[src/rtl/definitions_pkg.sv]
// Shared types for the signed seven-segment display path: sample type,
// active-low segment codes, controller states and small datapath helpers.
package definitions_pkg;

    localparam int DATA_W     = 8;
    localparam int DIGIT_W    = 4;
    localparam int BCD_W      = 3 * DIGIT_W;
    localparam int NUM_DIGITS = 4;

    typedef logic signed [DATA_W-1:0] int8_t;

    // Active-low, bit order {g,f,e,d,c,b,a}
    typedef enum logic [6:0] {
        OFF   = 7'h7F,
        MINUS = 7'h3F,
        D0    = 7'h40,
        D1    = 7'h79,
        D2    = 7'h24,
        D3    = 7'h30,
        D4    = 7'h19,
        D5    = 7'h12,
        D6    = 7'h02,
        D7    = 7'h78,
        D8    = 7'h00,
        D9    = 7'h10
    } segment_e;

    typedef enum logic [1:0] {
        IDLE    = 2'd0,
        CONVERT = 2'd1,
        LATCH   = 2'd2
    } disp_state_e;

    function automatic segment_e bcd_to_seg(input logic [DIGIT_W-1:0] digit);
        segment_e seg;
        case (digit)
            4'd0:    seg = D0;
            4'd1:    seg = D1;
            4'd2:    seg = D2;
            4'd3:    seg = D3;
            4'd4:    seg = D4;
            4'd5:    seg = D5;
            4'd6:    seg = D6;
            4'd7:    seg = D7;
            4'd8:    seg = D8;
            4'd9:    seg = D9;
            default: seg = OFF;
        endcase
        return seg;
    endfunction

    // Double-dabble correction applied to one BCD nibble before each shift
    function automatic logic [DIGIT_W-1:0] dd_adjust(input logic [DIGIT_W-1:0] nibble);
        return (nibble >= 4'd5) ? nibble + 4'd3 : nibble;
    endfunction

endpackage

[src/rtl/seven_seg_decoder.sv]
// Combinational BCD digit to active-low segment pattern, with a blanking input
// used for leading-zero suppression.
module seven_seg_decoder
    import definitions_pkg::*;
(
    input  logic [3:0] i_bcd,
    input  logic       i_blank,
    output segment_e   o_seg
);

    always_comb begin
        o_seg = OFF;
        if (!i_blank) begin
            o_seg = bcd_to_seg(i_bcd);
        end
    end

endmodule

[src/rtl/signed_display_ctrl.sv]
// Accepts signed 8-bit samples, converts |x| to BCD by sequential double-dabble
// and scans sign + three digits onto a 4-digit common-anode display.
module signed_display_ctrl
    import definitions_pkg::*;
#(
    parameter int REFRESH_DIV = 50000
)
(
    input  logic       i_clk,
    input  logic       i_rst,
    input  logic [7:0] i_data,
    input  logic       i_valid,
    output logic       o_ready,
    output logic       o_done,
    output logic [3:0] o_an,
    output logic [6:0] o_seg
);

    localparam int                DIV_W     = (REFRESH_DIV > 2) ? $clog2(REFRESH_DIV) : 1;
    localparam logic [DIV_W-1:0]  DIV_LAST  = DIV_W'(REFRESH_DIV - 1);
    localparam int                SLOT_W    = $clog2(NUM_DIGITS);
    localparam int                ITER_W    = $clog2(DATA_W);
    localparam logic [ITER_W-1:0] ITER_LAST = ITER_W'(DATA_W - 1);

    disp_state_e             r_state;
    disp_state_e             w_state_next;
    logic                    r_latch_phase;
    logic                    r_sign;
    logic [DATA_W-1:0]       r_mag;
    logic [BCD_W-1:0]        r_bcd;
    logic [BCD_W-1:0]        w_bcd_adj;
    logic [ITER_W-1:0]       r_iter;
    logic                    r_done;

    logic                    r_disp_sign;
    logic                    w_disp_sign_next;
    logic [BCD_W-1:0]        r_disp_bcd;
    logic [BCD_W-1:0]        w_disp_bcd_next;

    logic [DIV_W-1:0]        r_div;
    logic [SLOT_W-1:0]       r_slot;
    logic [SLOT_W-1:0]       w_slot_next;
    logic                    w_div_wrap;
    logic [NUM_DIGITS-1:0]   r_an;
    segment_e                r_seg;
    segment_e                w_seg_next;
    segment_e                w_dec_seg;
    logic [DIGIT_W-1:0]      w_dec_bcd;
    logic                    w_dec_blank;

    logic                    w_ready;
    logic                    w_handshake;
    logic                    w_step;
    logic                    w_load;
    logic                    w_done_next;

    int8_t                   w_sample;
    logic                    w_in_sign;
    logic [DATA_W-1:0]       w_in_mag;

    // Negating -128 wraps back to 8'h80, which is exactly 128 unsigned
    assign w_sample  = int8_t'(i_data);
    assign w_in_sign = w_sample[DATA_W-1];
    assign w_in_mag  = w_in_sign ? DATA_W'(-w_sample) : DATA_W'(w_sample);

    // ---------------- FSM: state register ----------------
    always_ff @(posedge i_clk) begin
        if (i_rst) begin
            r_state <= IDLE;
        end else begin
            r_state <= w_state_next;
        end
    end

    // ---------------- FSM: next state ----------------
    always_comb begin
        w_state_next = r_state;
        case (r_state)
            IDLE:    if (w_handshake)          w_state_next = CONVERT;
            CONVERT: if (r_iter == ITER_LAST)  w_state_next = LATCH;
            LATCH:   if (r_latch_phase)        w_state_next = IDLE;
            default:                           w_state_next = IDLE;
        endcase
    end

    // ---------------- FSM: outputs ----------------
    // LATCH spans two cycles: load the display, then announce it with o_done.
    always_comb begin
        w_ready     = 1'b0;
        w_step      = 1'b0;
        w_load      = 1'b0;
        w_done_next = 1'b0;
        case (r_state)
            IDLE:    w_ready = 1'b1;
            CONVERT: w_step  = 1'b1;
            LATCH: begin
                w_load      = !r_latch_phase;
                w_done_next = r_latch_phase;
            end
            default: ;
        endcase
    end

    assign w_handshake = w_ready & i_valid;
    assign o_ready     = w_ready;
    assign o_done      = r_done;

    generate
        for (genvar gi = 0; gi < 3; gi++) begin : g_dd_adj
            assign w_bcd_adj[gi*DIGIT_W +: DIGIT_W] = dd_adjust(r_bcd[gi*DIGIT_W +: DIGIT_W]);
        end
    endgenerate

    assign w_disp_sign_next = w_load ? r_sign : r_disp_sign;
    assign w_disp_bcd_next  = w_load ? r_bcd  : r_disp_bcd;

    // ---------------- Conversion datapath and display registers ----------------
    always_ff @(posedge i_clk) begin
        if (i_rst) begin
            r_sign        <= 1'b0;
            r_mag         <= '0;
            r_bcd         <= '0;
            r_iter        <= '0;
            r_latch_phase <= 1'b0;
            r_done        <= 1'b0;
            r_disp_sign   <= 1'b0;
            r_disp_bcd    <= '0;
        end else begin
            r_done        <= w_done_next;
            r_latch_phase <= w_load;
            r_disp_sign   <= w_disp_sign_next;
            r_disp_bcd    <= w_disp_bcd_next;
            if (w_handshake) begin
                r_sign <= w_in_sign;
                r_mag  <= w_in_mag;
                r_bcd  <= '0;
                r_iter <= '0;
            end else if (w_step) begin
                {r_bcd, r_mag} <= {w_bcd_adj, r_mag} << 1;
                r_iter         <= r_iter + 1'b1;
            end
        end
    end

    // ---------------- Scanner ----------------
    assign w_div_wrap  = (r_div == DIV_LAST);
    assign w_slot_next = w_div_wrap ? r_slot + 1'b1 : r_slot;

    // Outputs are registered from next-cycle values so a LATCH edge that
    // coincides with a slot advance shows the new data on the new slot.
    always_comb begin
        w_dec_bcd   = w_disp_bcd_next[DIGIT_W-1:0];
        w_dec_blank = 1'b0;
        case (w_slot_next)
            2'd1: begin
                w_dec_bcd   = w_disp_bcd_next[2*DIGIT_W-1:DIGIT_W];
                w_dec_blank = (w_disp_bcd_next[BCD_W-1:DIGIT_W] == '0);
            end
            2'd2: begin
                w_dec_bcd   = w_disp_bcd_next[BCD_W-1:2*DIGIT_W];
                w_dec_blank = (w_disp_bcd_next[BCD_W-1:2*DIGIT_W] == '0);
            end
            default: ;
        endcase
    end

    seven_seg_decoder u_dec (
        .i_bcd   (w_dec_bcd),
        .i_blank (w_dec_blank),
        .o_seg   (w_dec_seg)
    );

    always_comb begin
        w_seg_next = w_dec_seg;
        if (w_slot_next == 2'd3) begin
            w_seg_next = w_disp_sign_next ? MINUS : OFF;
        end
    end

    always_ff @(posedge i_clk) begin
        if (i_rst) begin
            r_div  <= '0;
            r_slot <= '0;
            r_an   <= 4'b1110;
            r_seg  <= D0;
        end else begin
            r_div  <= w_div_wrap ? '0 : r_div + 1'b1;
            r_slot <= w_slot_next;
            r_an   <= ~(NUM_DIGITS'(1) << w_slot_next);
            r_seg  <= w_seg_next;
        end
    end

    assign o_an  = r_an;
    assign o_seg = r_seg;

endmodule

[config.mk]
export PLATFORM = sky130hd
export DESIGN_NAME = signed_display_ctrl
export DESIGN_NICKNAME = d
export VERILOG_FILES = /design/src/rtl/definitions_pkg.sv /design/src/rtl/seven_seg_decoder.sv /design/src/rtl/signed_display_ctrl.sv
export SDC_FILE = /design/constraint.sdc
export NUM_CORES = 1
export LEC_CHECK = 0
export ABC_CLOCK_PERIOD_IN_PS = 3600
export CAP_MARGIN = 5
export CORE_UTILIZATION = 45
export DETAILED_ROUTE_END_ITERATION = 8
export GPL_TIMING_DRIVEN = 0
export MAX_ROUTING_LAYER = met4
export PLACE_DENSITY = 0.78
export SLEW_MARGIN = 20
export SYNTH_ARGS = -nofsm -noshare
export SYNTH_HDL_FRONTEND = slang
export SYNTH_SLANG_ARGS = --single-unit
[constraint.sdc]
create_clock -name i_clk -period 3.6 [get_ports i_clk]
set_input_delay 0.72 -clock i_clk [delete_from_list [all_inputs] [get_ports i_clk]]
set_output_delay 0.72 -clock i_clk [all_outputs]
set_load 0.1 [all_outputs]
* Word-level counts from Yosys, hierarchy flattened
Memory sizes are Yosys's and may differ from the RTL's.
Index checks and enable logic that the tools add are counted.
** Storage, ports and cells
- Register bits :: 70
- Memory bits (read-only) :: 112
- Bits of input ports :: 11
- Output and inout bits :: 13
- Logic and storage cells :: 68
- Memories kept :: 1
** Memories
- (name not given) :: depth 16, bits a word 7, rd ports 1, clocked after memory_dff 0, wr ports 0, RTL line definitions_pkg.sv:36 : case (digit)
** Cells by class
- $add $sub $neg :: 7
- $lt $le $gt $ge :: 3
- Equal/unequal tests :: 10
- Shift-type cells :: 1
- Muxes and demuxes :: 21
- Bitwise gates (word level) :: 3
- Reduce and logical (&&, ||, !) cells :: 9
** Operator list (number)
- 8-bit 2-to-1 mux :: 3
- 7-bit 2-to-1 mux :: 3
- 16-bit by 1-bit adder with 16-bit output (second input constant) :: 1
- 16-bit == test (second input constant) :: 1
- 4-bit by 3-bit greater-or-equal comparator with 1-bit output (second input constant) :: 3
- 12-bit 2-to-1 mux :: 1
- 4-bit by 2-bit adder with 4-bit output (second input constant) :: 2
- 8-bit logical NOT :: 1
- 2-bit 2-to-1 mux :: 4
- 4-bit 2-to-1 mux :: 2
- 8-bit negation :: 1
- 4-bit one-hot mux with 2 select lines :: 1
- 2-bit == test (second input constant) :: 3
- 2-bit != test (second input constant) :: 3
- 2-bit one-hot mux with 3 select lines :: 1
- 2-bit OR reduction :: 3
- 2-bit by 1-bit == test with 1-bit output (second input constant) :: 2
- 4-bit logical NOT :: 1
- 1-bit 2-to-1 mux :: 4
- 4-bit NOT :: 1
- 1-bit by 2-bit left shift with 4-bit output (first input constant) :: 1
- 3-bit by 1-bit adder with 3-bit output (second input constant) :: 1
- 3-bit by 2-bit adder with 3-bit output (second input constant) :: 1
- 3-bit == test (second input constant) :: 1
- other kinds (9) :: 9

* Depth between registers and ports, before layout
- Depth after elaboration :: 7
- Gate-level depth with buffers :: 16
- Mapped depth without buffers :: 16

* Hierarchy
Synthesis repeated with hierarchy kept, for this count alone.
** Second synthesis, totals
- Cells, all modules :: 398
- Area, all modules :: 3438.3 um2
** Modules (own cells, without submodules)
- signed_display_ctrl :: instances 1, cells an instance 365, area an instance 3203.1 um2, seq. area each 1401.3 um2
- seven_seg_decoder :: instances 1, cells an instance 33, area an instance 235.2 um2, seq. area each 0.0 um2

* Worst setup path after synthesis
OpenSTA, ideal clock, no wires.
- Path type :: register -> register
- Start point :: register r_div[0]
- End point :: register r_seg[3] (netlist: o_seg[3])
- Library setup time :: 0.115 ns
- Arrival :: 3.264 ns
- Data required time :: 3.485 ns
- Setup slack :: 0.221 ns
- Stages on the path, launching flop included :: 17
- Buffers on the path :: 1
- Period minus slack after synthesis :: 3.379 ns
- Cell sequence :: dfxtp_1 > ha_1 > and3_1 > nand3_1 > nor2_1 > nand2_1 > xor2_1 > ha_1 > buf_2 > and2_2 > nor2_1 > inv_1 > ha_1 > inv_1 > o32ai_1 > o221ai_1 > and2_1
** On the way
- Longest elaborated chain between the ends :: 7
- Elaborated cells between the ends (all ways) :: 10
- Classes of those cells :: eq/ne: 4; mux: 5; memory: 1
** Ends and longest elaborated chain
- start, declared :: RTL line signed_display_ctrl.sv:40 : logic [DIV_W-1:0] r_div;
- start signal, assigned :: RTL line signed_display_ctrl.sv:187 : r_div <= w_div_wrap ? '0 : r_div + 1'b1;
- 16-bit == test (*) :: RTL line signed_display_ctrl.sv:146 : assign w_div_wrap = (r_div == DIV_LAST);
- 2-bit 2-to-1 mux (*) :: RTL line signed_display_ctrl.sv:147 : assign w_slot_next = w_div_wrap ? r_slot + 1'b1 : r_slot;
- 2-bit == test or 2-bit by 1-bit == test with 1-bit output (tied branches) :: RTL line signed_display_ctrl.sv:154 : case (w_slot_next)
- 4-bit one-hot mux with 2 select lines :: RTL line signed_display_ctrl.sv:154
- memory read 16 x 7 bit
- 7-bit 2-to-1 mux :: RTL line seven_seg_decoder.sv:13 : if (!i_blank) begin
- 7-bit 2-to-1 mux (*) :: RTL line signed_display_ctrl.sv:175 : if (w_slot_next == 2'd3) begin
- end signal, assigned :: RTL line signed_display_ctrl.sv:190 : r_seg <= w_seg_next;
- end, declared :: RTL line signed_display_ctrl.sv:45 : segment_e r_seg;
Every way passes the cells marked *; elsewhere a longest branch is shown, timed or not.
A chain may end at the register's enable or synchronous reset.

* Worst setup path in the final report
- Start point :: register r_div[1]
- End point :: register r_seg[3] (netlist: o_seg[3])
Same word-level chain as after synthesis.

==> flow_summary.ini <==
[cts]
cts_sinks = 70
cts_root_buffer = clkbuf_8
h-tree-depth = 3
clkLatencyLatePin_ns = 0.34
clk_pin_slew_ns = 0.08
ctsHoldBuffers = 0
tritoncts = done
ctsLongestPathBuffers = 2
numCtsBuffers = 9

[detailed_routing]
routed_wirelength_um = 7235
via_per_inst = 5.253
drc = 0
wl_met2_um = 3425
vias = 2842
drtPass1Iterations = 4
routed-wl-met3_um = 194
initialDrtViolationCount = 100
route.layer.met1.wl_um = 3468
top_layer_used = met4
wire_per_inst_um = 13.37
ant_nets = 0

[setup_path]
path_cells = ha_2 -> and3_4 -> nand3_4 -> nor2_4 -> nand2_1 -> xor2_2 -> ha_4 -> clkbuf_4 -> and2_2 -> nor2_4 -> inv_1 -> ha_1 -> inv_1 -> o32ai_1 -> o221ai_1 -> and2_1
cp_top_family = simple AND/OR/NAND/NOR gates
slowest_delay_ns = 0.35
critPathLaunchType = register
path_max_fanout = 10
critPathBufInv = 3
cp.arrival_ns = 3.59
path_class = register to register
critPathRequiredTime_ns = 3.84
cp-end-kind = register
critPathLaunch = r_div[1]
rr_startpoint = r_div[1]
cp_slowest_cell = dfxtp_1

[synth]
synthCells = 399
synth_nets = 430
synth-edff-count = 0
yosys_warnings = 0
netlist-cell-type-count = 61
ys_ff_latch = 70
seq_area_frac_synth = 0.4061
synthArstFlopShare = 0
syn_area_mm2 = 0.003451
syn_area_per_cell_um2 = 8.649
synth-main-ff-cell = dfxtp_1

[global_routing]
grt_first_pass_wirelength_um = 11870
grt_max_degree = 12
grt_pass1_vias = 2643
grtUsageTotal = 0.1997
antenna_found_initial = 0
grt-ovfl-total = 0

[power]
p_leak_uw = 0.001516
switching_share = 0.2402
p_per_area_mw_per_mm2 = 365.5
combinationalPowerShare = 0.066
clock_power_share = 0.403
power_uw = 1501
seqPwrFrac = 0.531
ir_drop_uv = 174.6
internal-power_uw = 1140
p_sw_uw = 360.4

[floorplan]
fp-row-count = 31
io_pins = 24
start_util = 0.4707
core_mm2 = 0.007331
die-area_mm2 = 0.008023
die_h_um = 89.57
die_w_um = 89.57

[cells_and_area]
postLayoutCoreUtil = 0.5602
area_growth_pct = 19.00
drive_gt1_frac = 0.1267
num_antenna_cells = 0
nets = 468
instances_no_fill = 541

[placed_design]
placed_cells = 520
io_buffers = 22
place.gp.congestion = 0.9525
dp_hpwl_um = 5157

[sta]
hold_viol = 0
drv_slew = 0
slew_headroom = 0.3384
clock_skew_ns = 0.008016
period_share = 0.9305
hold_slack_ns = 0.4310
worst_slew_pin_slew_ns = 0.9893
fmax_mhz = 298.5
fin_crit_ns = 3.350
setup_viol = 0

[worst_hold_path]
min_from = r_div[0]
hp-class = register to register

[job]
drv_cap = 0

[status]
status = finished, final reports clean
-- logic make-up after synthesis --
kind of cell    after synthesis  synth area share
buf+inv                      35           0.04604
compound gates               70            0.1352
xor+xnor                     26           0.06599
mux                          17           0.05403
flops                        70            0.4061
simple gates                161            0.2201
fa+ha+maj                    20           0.07252
-- worst register-to-register path: cells and delay by family (launching register included) --
family | cells | cell delay, ns
AO/OA/AOI/OAI | 2 | 0.39
flip-flops | 1 | 0.35
adder cells (fa/ha/maj) | 3 | 0.78
AND/OR/NAND/NOR | 7 | 1.11
XOR/XNOR | 1 | 0.30
buffers and inverters | 3 | 0.32
-- stage by stage --
| step | setup TNS [ns] | setup slack [ns] | area [µm²] |
|---|---|---|---|
| floorplan | 0 | 0.2206 | 3451 |
| finish | 0 | 0.2503 | 4106 |
| global route | -0.01667 | -0.01667 | 4106 |
| detailed placement | -0.2744 | -0.2706 | 3795 |
| global placement | -0.2205 | -0.2205 | 3795 |
| CTS | 0 | 0.01510 | 3994 |
-- power groups by stage --
| stage | combinational, µW | clock, µW | sequential [µW] |
|---|---|---|---|
| 5_1_grt | 109 | 645 | 798 |
| 3_5_place_dp | 97.7 | 0 | 814 |
| 6_report | 98.8 | 605 | 796 |
| 2_1_floorplan | 65.2 | 0 | 812 |
| 4_1_cts | 98.6 | 613 | 796 |
| 3_3_place_gp | 96.0 | 0 | 813 |
-- layout by cell type (no fill, tap or decap), drive strengths merged, types with 5 or more instances in the layout --
master	Yosys	final
clkbuf	11	23
nor3	7	7
buf	6	10
nor2	53	53
and2	10	10
ha	20	20
nand3	13	13
nand2	53	53
xnor2	15	15
a21oi	27	27
dfxtp	70	70
mux2	7	7
a311oi	5	5
clkdlybuf4s50	0	22
inv	18	18
o21ai	14	14
xor2	11	11
mux2i	10	10
-- area by class of cell --
type                            instances  area [µm²]
Fill cell                             629        3224
Multi-Input combinational cell        294        1979
Sequential cell                        70        1403
Timing Repair Buffer                   27       257.7
Clock buffer                           11       131.4
Tap cell                               99       123.9
Buffer                                 17       93.84
Inverter                               18       67.56
Clock inverter                          5       50.05
-- registers in the layout (all words and copies together) (netlist names) --
register and count:
r_slot 2, o_an 4, r_div 16, o_seg 7
r_disp_sign 1, o_done 1, r_bcd 12, r_state 2
r_iter 3, r_disp_bcd 12, r_mag 8, r_sign 1
r_latch_phase 1
-- worst paths after layout --
path | endpoint | slack [ns] | depth (start not counted)
setup / recovery | o_seg[3] | 0.25 | 16
setup reg to reg | o_seg[3] | 0.25 | 16
hold / removal | r_div[0] | 0.43 | 1
hold reg to reg | r_div[0] | 0.43 | 1
-- synthesized netlist by cell type (2+ instances only) --
master,number,share of area
xnor2_1,15,0.038
o31ai_1,2,0.0043
a311oi_1,5,0.013
buf_6,3,0.0098
or3_1,3,0.0054
and3_1,2,0.0036
o22ai_1,2,0.0036
nor3_1,7,0.010
dfxtp_1,70,0.41
and2_1,8,0.015
o21a_1,2,0.0043
mux2_4,2,0.0087
ha_1,20,0.073
nand2b_1,4,0.0073
a21oi_1,27,0.039
nor4_1,2,0.0036
nor2_1,53,0.058
xor2_1,11,0.028
mux2_2,5,0.016
mux2i_1,10,0.029
inv_1,18,0.020
nand3_1,13,0.019
nand4_1,2,0.0036
clkbuf_1,11,0.012
o21ai_0,13,0.019
nand2_1,52,0.057
a221oi_1,3,0.0076
-- timing repair --
item | CTS | global route
resized for setup | 4 | 16
buffers inserted | 0 | 5
endpoints found under the setup margin | 2 | 5
pin swaps | 1 | 5
-- layer usage --
metal / track usage / vias to the layer above
met2: 0.3196 / 46
met5: - / -
met4: 0.09524 / 0
met3: 0.03565 / 12
li1: - / 1434
met1: 0.2438 / 1350
Note: power is estimated with default switching activity, not from simulation.
